File: src/rtl/scpu_pkg.sv
`default_nettype none
// ============================================================================
//  Module      : scpu_pkg
//  Description : Shared types and constants for the Scpu core front-end.
//                XLEN, the canonical NOP encoding, the default reset PC and
//                the {pc, inst} record that travels through the prefetch FIFO.
//  Revision    : 1.0 - initial release
// ============================================================================
package scpu_pkg;

   localparam int unsigned XLEN = 32;

   // addi x0, x0, 0
   localparam logic [XLEN-1:0] NOP_INST_DEFAULT = 32'h0000_0013;
   localparam logic [XLEN-1:0] RESET_PC_DEFAULT = 32'h0000_0000;

   typedef struct packed {
      logic [XLEN-1:0] pc;
      logic [XLEN-1:0] inst;
   } fetch_entry_t;

endpackage : scpu_pkg
`default_nettype wire

File: src/rtl/fetch_fifo.sv
`default_nettype none
// ============================================================================
//  Module      : fetch_fifo
//  Description : Synchronous prefetch FIFO of fetch_entry_t, no fall-through.
//                Flush empties the FIFO and wins over push; a pop requested
//                in the flush cycle is still honoured by the reader because
//                the head is presented combinationally.
//  Ports       : clk, rst_n      - clock, async active-low reset
//                push_i, wdata_i - write request and entry
//                pop_i           - consume head entry
//                flush_i         - discard all entries
//                rdata_o         - head entry (undefined when empty)
//                full_o, empty_o - occupancy flags
//                count_o         - number of valid entries
//  Revision    : 1.0 - initial release
// ============================================================================
module fetch_fifo
   import scpu_pkg::*;
#(
   parameter int unsigned DEPTH = 2
) (
   input  logic                     clk,
   input  logic                     rst_n,
   input  logic                     push_i,
   input  logic                     pop_i,
   input  logic                     flush_i,
   input  fetch_entry_t             wdata_i,
   output fetch_entry_t             rdata_o,
   output logic                     full_o,
   output logic                     empty_o,
   output logic [$clog2(DEPTH):0]   count_o
);

   localparam int unsigned     PTR_W   = $clog2(DEPTH);
   localparam logic [PTR_W:0]  DEPTH_C = (PTR_W+1)'(DEPTH);
   localparam logic [PTR_W:0]  ONE_C   = (PTR_W+1)'(1);
   localparam logic [PTR_W-1:0] ONE_P  = PTR_W'(1);

   fetch_entry_t        mem_q [DEPTH];
   logic [PTR_W-1:0]    rd_ptr_q, rd_ptr_d;
   logic [PTR_W-1:0]    wr_ptr_q, wr_ptr_d;
   logic [PTR_W:0]      count_q,  count_d;
   logic                w_do_push;
   logic                w_do_pop;

   assign full_o    = (count_q == DEPTH_C);
   assign empty_o   = (count_q == '0);
   assign count_o   = count_q;
   assign rdata_o   = mem_q[rd_ptr_q];

   assign w_do_pop  = pop_i & ~empty_o;
   // A full FIFO may still accept a write when the head leaves this cycle.
   assign w_do_push = push_i & ~flush_i & (~full_o | w_do_pop);

   always_comb begin
      rd_ptr_d = rd_ptr_q;
      wr_ptr_d = wr_ptr_q;
      count_d  = count_q;
      if (flush_i) begin
         rd_ptr_d = '0;
         wr_ptr_d = '0;
         count_d  = '0;
      end else begin
         if (w_do_pop)  rd_ptr_d = rd_ptr_q + ONE_P;
         if (w_do_push) wr_ptr_d = wr_ptr_q + ONE_P;
         case ({w_do_push, w_do_pop})
            2'b10:   count_d = count_q + ONE_C;
            2'b01:   count_d = count_q - ONE_C;
            default: count_d = count_q;
         endcase
      end
   end

   always_ff @(posedge clk or negedge rst_n) begin
      if (!rst_n) begin
         rd_ptr_q <= '0;
         wr_ptr_q <= '0;
         count_q  <= '0;
      end else begin
         rd_ptr_q <= rd_ptr_d;
         wr_ptr_q <= wr_ptr_d;
         count_q  <= count_d;
      end
   end

   // Storage needs no reset: an entry is only visible once count covers it.
   always_ff @(posedge clk) begin
      if (w_do_push) mem_q[wr_ptr_q] <= wdata_i;
   end

endmodule : fetch_fifo
`default_nettype wire

File: src/rtl/inst_fetch_unit.sv
`default_nettype none
// ============================================================================
//  Module      : inst_fetch_unit
//  Description : Scpu instruction fetch front-end. Owns the fetch PC, reads
//                the combinational instruction ROM, buffers {pc, inst} pairs
//                in a prefetch FIFO and hands them to decode over
//                valid/ready. Redirects from execute reload the PC and flush
//                every prefetched entry not accepted in the same cycle.
//  Ports       : clk, rst_n             - clock, async active-low reset
//                imem_addr / imem_inst  - ROM address (= PC) and data
//                fetch_en               - allow fetching
//                redirect_valid/_pc     - branch/jump target from execute
//                if_valid/if_inst/if_pc - head entry towards decode
//                id_ready               - decode accepts head
//  Revision    : 1.0 - initial release
// ============================================================================
module inst_fetch_unit
   import scpu_pkg::*;
#(
   parameter logic [31:0] RESET_PC   = RESET_PC_DEFAULT,
   parameter int unsigned FIFO_DEPTH = 2,
   parameter logic [31:0] NOP_INST   = NOP_INST_DEFAULT
) (
   input  logic        clk,
   input  logic        rst_n,
   output logic [31:0] imem_addr,
   input  logic [31:0] imem_inst,
   input  logic        fetch_en,
   input  logic        redirect_valid,
   input  logic [31:0] redirect_pc,
   output logic        if_valid,
   output logic [31:0] if_inst,
   output logic [31:0] if_pc,
   input  logic        id_ready
);

   localparam int unsigned CNT_W = $clog2(FIFO_DEPTH) + 1;

   logic [31:0]      pc_q, pc_d;
   logic             w_push;
   logic             w_pop;
   logic             w_fifo_full;
   logic             w_fifo_empty;
   logic [CNT_W-1:0] w_fifo_count;
   fetch_entry_t     w_wr_entry;
   fetch_entry_t     w_head;

   assign imem_addr  = pc_q;
   assign if_valid   = (w_fifo_count != '0);
   assign if_inst    = w_fifo_empty ? NOP_INST : w_head.inst;
   assign if_pc      = w_fifo_empty ? 32'h0    : w_head.pc;

   assign w_pop      = if_valid & id_ready;
   // A redirect makes the instruction at the current PC wrong-path, so it
   // is never captured.
   assign w_push     = fetch_en & ~redirect_valid & (~w_fifo_full | w_pop);
   assign w_wr_entry = '{pc: pc_q, inst: imem_inst};

   always_comb begin
      pc_d = pc_q;
      if (redirect_valid) begin
         pc_d = {redirect_pc[31:2], 2'b00};
      end else if (w_push) begin
         pc_d = pc_q + 32'd4;
      end
   end

   always_ff @(posedge clk or negedge rst_n) begin
      if (!rst_n) begin
         pc_q <= RESET_PC;
      end else begin
         pc_q <= pc_d;
      end
   end

   fetch_fifo #(
      .DEPTH   (FIFO_DEPTH)
   ) u_fetch_fifo (
      .clk     (clk),
      .rst_n   (rst_n),
      .push_i  (w_push),
      .pop_i   (w_pop),
      .flush_i (redirect_valid),
      .wdata_i (w_wr_entry),
      .rdata_o (w_head),
      .full_o  (w_fifo_full),
      .empty_o (w_fifo_empty),
      .count_o (w_fifo_count)
   );

endmodule : inst_fetch_unit
`default_nettype wire
File: config.mk
export PLATFORM = sky130hd
export DESIGN_NAME = inst_fetch_unit
export DESIGN_NICKNAME = d
export VERILOG_FILES = /design/src/rtl/scpu_pkg.sv /design/src/rtl/fetch_fifo.sv /design/src/rtl/inst_fetch_unit.sv
export SDC_FILE = /design/constraint.sdc
export NUM_CORES = 1
export LEC_CHECK = 0
export CAP_MARGIN = 20
export CORE_MARGIN = 3
export CORE_UTILIZATION = 30
export CTS_BUF_LIST = sky130_fd_sc_hd__clkbuf_2 sky130_fd_sc_hd__clkbuf_4 sky130_fd_sc_hd__clkbuf_8
export DETAILED_ROUTE_END_ITERATION = 8
export PLACE_DENSITY = 0.59
export SLEW_MARGIN = 25
export SYNTH_ARGS = -nofsm -noshare
export SYNTH_HDL_FRONTEND = slang
export SYNTH_SLANG_ARGS = --single-unit
export TNS_END_PERCENT = 50
File: constraint.sdc
create_clock -name clk -period 17.81 [get_ports clk]
set_input_delay 3.562 -clock clk [delete_from_list [all_inputs] [get_ports clk]]
set_output_delay 3.562 -clock clk [all_outputs]
set_load 0.02 [all_outputs]
After elaboration in Yosys (flattened, before gate mapping)
Memories as Yosys holds them, arrays and structs flattened.
Index checks and enable logic that the tools add are counted.
{"block": "totals", "ff_bits": 36, "n_memories": 1, "input_bits": 69, "ram_bits": 128, "wordCells": 42}
{"block": "classes", "n_bitwise": 11, "n_eq_ne": 3, "reduce_logical": 6, "mux": 12, "n_addsub": 5}
{"memory": "u_fetch_fifo.mem_q", "depth": 2, "width": 64, "rd": 1, "rd_ports_with_merged_regs": 0, "write_ports": 1, "line_no": "fetch_fifo.sv:39", "rtl": "fetch_entry_t mem_q [DEPTH];"}
{"op": "$mux 32", "n": 4}
{"op": "$add 32x3->32 const B", "n": 1}
{"op": "$reduce_bool 2->1", "n": 4}
{"op": "$and 1x1->1", "n": 6}
{"op": "$mux 1", "n": 6}
{"op": "$eq 2x2->1 const B", "n": 2}
{"op": "$pmux 2 s2", "n": 1}
{"op": "$not 1->1", "n": 3}
{"op": "$reduce_bool 3->1", "n": 1}
{"op": "$add 1x1->1 const B", "n": 2}
{"op": "$add 2x1->2 const B", "n": 1}
{"op": "$eq 2x1->1 const B", "n": 1}
{"op": "$logic_not 2->1", "n": 1}
{"op": "$mux 2", "n": 1}
{"op": "$or 1x1->1", "n": 2}
{"op": "$sub 2x1->2 const B", "n": 1}

Longest topological paths before layout
{"block": "logic_depth", "ltp_word": 9, "ltp_mapped": 6}

Modules after synthesis
Synthesis repeated with hierarchy kept, for this count alone.
{"block": "hier_totals", "cells_unflattened": 491, "hier_area_um2": 7041.8}
{"mod": "fetch_fifo", "n_inst": 1, "cells_per_inst": 224, "area_each_um2": 4853.4, "seq_area_each_um2": 3943.8}
{"mod": "inst_fetch_unit", "n_inst": 1, "cells_per_inst": 267, "area_each_um2": 2188.3, "seq_area_each_um2": 750.7}

Least setup slack after synthesis
No wires, ideal clock.
{"block": "synth_timing", "path_kind": "input-to-reg", "startpoint": "in id_ready", "endpoint": "mem u_fetch_fifo.mem_q[1][0] in the netlist's numbering (enable)", "n_path_buf": 1, "required_ns": 17.239, "arrival_time_ns": 8.731, "setup_slack_ns": 8.508, "cell_stages": 4, "cell_sequence": "or3b_2 -> clkbuf_1 -> nand2_1 -> nor3b_1"}
{"block": "synth_between", "elab_chain_cells": 7, "elab_cells_between_ends": 9, "cone_classes": "mux (2); bitwise (7)"}
{"item": "start: declaration", "line_no": "inst_fetch_unit.sv:34", "rtl": "input logic id_ready"}
{"item": "$and 1x1->1 *", "line_no": "inst_fetch_unit.sv:53", "rtl": "assign w_pop = if_valid & id_ready;"}
{"item": "$or 1x1->1", "line_no": "inst_fetch_unit.sv:56", "rtl": "assign w_push = fetch_en & ~redirect_valid & (~w_fifo_full | w_pop);"}
{"item": "$and 1x1->1", "line_no": "inst_fetch_unit.sv:56"}
{"item": "$and 1x1->1", "line_no": "fetch_fifo.sv:53", "rtl": "assign w_do_push = push_i & ~flush_i & (~full_o | w_do_pop);"}
{"item": "$and 1x1->1 *", "line_no": "fetch_fifo.sv:53"}
{"item": "$mux 1 *", "line_no": "fetch_fifo.sv:88", "rtl": "if (w_do_push) mem_q[wr_ptr_q] <= wdata_i;"}
{"item": "$mux 1 (implied by the code) *", "line_no": "fetch_fifo.sv:88"}
{"item": "end: declaration", "line_no": "fetch_fifo.sv:39"}
Mark *: on every way between the ends. The rest lies on a longest branch, timed or not.

Worst setup path in the final report
{"block": "layout_timing", "startpoint": "reg u_fetch_fifo.count_q[0], in the netlist u_fetch_fifo.count_o[0]", "endpoint": "out if_inst[4]"}
{"block": "layout_between", "elab_chain_cells": 2}
{"item": "start: declaration", "line_no": "fetch_fifo.sv:42", "rtl": "logic [PTR_W:0] count_q, count_d;"}
{"item": "start signal: assignment", "line_no": "fetch_fifo.sv:82", "rtl": "count_q <= count_d;"}
{"item": "$logic_not 2->1", "line_no": "fetch_fifo.sv:47", "rtl": "assign empty_o = (count_q == '0);"}
{"item": "$mux 32", "line_no": "inst_fetch_unit.sv:50", "rtl": "assign if_inst = w_fifo_empty ? NOP_INST : w_head.inst;"}
{"item": "end: declaration", "line_no": "inst_fetch_unit.sv:32", "rtl": "output logic [31:0] if_inst,"}
No other way between the ends.

==> flow_summary_export.csv <==
group,metric,value,unit
layout,fin_nets,732,
timing,fin_hold_ws,0.572,ns
floorplan,ioPinCount,166,
placement,placedInstanceArea,0.00862,mm²
route,drc_errors,0,
route,ant_nets,0,
placement,dp_hpwl,11300,µm
layout,final_cells,954,
critical_path,critPathSlowestCell,"clkdlybuf4s50_1",
placement,io_buffers,159,
timing,worst_pin_slew,0.895,ns
yosys,synth_top_area_frac,0.554,
grt,antenna_found_initial,0,
yosys,synthFlopType,"edfxtp_1",
layout,n_antenna_cell,0,
critical_path,reg2reg_to,"u_fetch_fifo.mem_q[1][7]",
timing,fmax,0.157,GHz
floorplan,coreArea,0.0219,mm²
placement,place.gp.congestion,0.767,
hold_path,hold_path_depth,0,
power_and_ir_drop,p_leak,3.08,nW
critical_path,critPathCaptureType,"output port",
route,drt_iter0_markers,232,
yosys,synth_area_leaders,"edfxtp_1 55%, dfrtp_1 13%, mux2i_1 9.4%",
critical_path,crit_family,"buffers and inverters",
floorplan,die_x,156,µm
critical_path,r2r_slack,15.39,ns
route,vias,4561,
critical_path,cp_max_fo,44,
yosys,synth_area,0.00672,mm²
timing,maxSlewViolCount,0,
route,first_pass_iters,4,
cts,cts-root-buf,"clkbuf_8",
grt,grt.total_usage,0.135,
yosys,synth-seq-area-share,0.681,
timing,rsz0062_at_grt,"no",
timing,period_needed,6.36,ns
layout,synthToLayoutAreaGrowth,35.2,%
critical_path,max_stage_delay,0.61,ns
grt,grt_start_max_net_pins,63,
yosys,synth_cells,505,
route,wl,16500,µm
grt,grt_pass1_vias,4451,
status,status,"finished clean",
yosys,synth.distinct_cells,47,
cts,clkSlewWorstSetupHoldPaths,0.09,ns
critical_path,r2r_start,"u_fetch_fifo.count_o[1]",
layout,fillerInstances,2080,
yosys,avgSynthCellArea,13.3,µm²
yosys,yosys_register_bits,158,
cts,post_cts_buffers,0,
yosys,synth_common_cells,"124 x edfxtp_1, 73 x nor2_1, 63 x mux2i_1",
critical_path,criticalPathCategory,"register to output port",
critical_path,crit_start,"u_fetch_fifo.count_o[0]",
cts,clkSinkCount,158,
yosys,yosysMostFrequentCell,"edfxtp_1",
hold_path,hp-class,"register to register",
timing,tns,0,ns
grt,grt-ovfl-total,0,
timing,hold_violations,0,
critical_path,endpoint,"if_inst[4]",
power_and_ir_drop,ir_drop,0.0346,mV
timing,period_share,0.357,
cts,cts_max_level,4,
cts,cts_hold_buf,0,
cts,cts_buffers,17,
critical_path,crit_path_start_kind,"register",
cts,clock_path_buffers,2,
timing,slew_headroom,0.403,
yosys,synth-edff-count,124,
layout,ff_latch_area,0.00458,mm²
yosys,async_reset_ff_frac,0.215,
critical_path,path_cells,"nor2_4 > buf_4 > inv_1 > nand2_1 > clkdlybuf4s50_1",
layout,fin_util,0.415,
yosys,yosys.area.top_type,"edfxtp_1",
floorplan,die-area,0.0242,mm²
cts,cts_resized,0,
critical_path,path_depth,5,
floorplan,initial_core_util,0.307,
layout,fin_area,0.00908,mm²
hold_path,hp-start,"imem_addr[31]",
cts,clk_latency,0.44,ns
timing,fin_worst_skew,0.0121,ns
flow_run,cap_violations,0,
route,wl_per_cell,17.3,µm
route,via_per_inst,4.78,
layout,drive_above_1_share,0.0712,
critical_path,worstPathArrival,2.80,ns
placement,place_inst,923,
critical_path,crit_buf_inv,3,
floorplan,fp.dieH,156,µm
layout,multi_input_area,0.00203,mm²
yosys,yosys_warnings,0,
power_and_ir_drop,power.density,97.3,mW/mm²
floorplan,rows,54,
grt,grt_pass1_wl,25400,µm
timing,finalSetupViolations,0,
cts,cts_tree,"yes",
critical_path,required,14.25,ns
critical_path,r2r_cells,4,
## logic make-up after synthesis
| logic type | share of synthesized area |
|---|---|
| simple gates | 0.137 |
| flops | 0.681 |
| mux | 0.0938 |
| compound gates | 0.0505 |
| buf+inv | 0.0216 |
| xor+xnor | 0.0143 |
| fa+ha+maj | 0.00186 |
| other cells | 0.000558 |
## registers in the layout, summed over array words and instances (netlist names)
signal and cells:
imem_addr 30, u_fetch_fifo.count_o 2, u_fetch_fifo.mem_q 124, u_fetch_fifo.rd_ptr_q 1, u_fetch_fifo.wr_ptr_q 1
## area by class of cell
| cell class | count | area share |
|---|---|---|
| clock buffers | 19 | 0.0274 |
| flip-flops and latches | 158 | 0.504 |
| multi-input cells | 316 | 0.223 |
| repair buffers | 165 | 0.181 |
| clock inverters | 12 | 0.0238 |
| well taps | 280 | 0.0386 |
| inverters | 4 | 0.00165 |
## stage by stage
stage               setup WS (ns)  total power (W)
global route                11.18         0.000925
detailed placement          11.70         0.000585
global placement            11.76         0.000581
CTS                         11.29         0.000897
floorplan                    8.51         0.000514
finish                      11.45         0.000884
## power breakdown
group | leakage (nW) | internal, W | total, W | switching [W]
Sequential | 1.54 | 0.000422 | 0.000443 | 0.0000213
Clock | 0.238 | 0.000183 | 0.000309 | 0.000127
Combinational | 1.30 | 0.0000628 | 0.000131 | 0.0000684
Total | 3.08 | 0.000668 | 0.000884 | 0.000216
## per-layer routing
| layer | routed length [µm] | GRT usage | up-vias |
|---|---|---|---|
| met5 | 0 | 0 | - |
| met4 | 177 | 0.0434 | 0 |
| met3 | 1030 | 0.0377 | 13 |
| met2 | 7890 | 0.217 | 137 |
| met1 | 7390 | 0.179 | 2200 |
| li1 | - | - | 2211 |
## cell usage in the layout (no fill, tap or decap), drive strengths merged, types with 6 or more instances in the layout
cell and n:
or4 13, clkbuf 19, and4 6, buf 8, xor2 11, mux2i 63
nand2 33, clkdlybuf4s50 157, or3 6, bufinv 6, dfrtp 34, nor2 73
o211ai 6, nand3 17, edfxtp 124, nand4 12, a31oi 9, o21ai 19
## worst register-to-register path: cells and delay by family (launching register included)
family | cells | cell delay [ns]
simple gates | 3 | 0.84
flops | 1 | 0.46
buf+inv | 1 | 0.70
## how the worst min path moves through the flow
| stage | slack (ns) | endpoint |
|---|---|---|
| 3_5_place_dp | 0.55 | u_fetch_fifo.mem_q[1][63] |
| 4_1_cts | 0.57 | u_fetch_fifo.mem_q[0][63] |
| 5_1_grt | 0.58 | u_fetch_fifo.mem_q[0][63] |
| 2_1_floorplan | 0.52 | u_fetch_fifo.wr_ptr_q |
| 3_3_place_gp | 0.53 | u_fetch_fifo.mem_q[0][63] |
| 6_report | 0.57 | u_fetch_fifo.mem_q[0][63] |
Power figures use the tool's default switching activity.
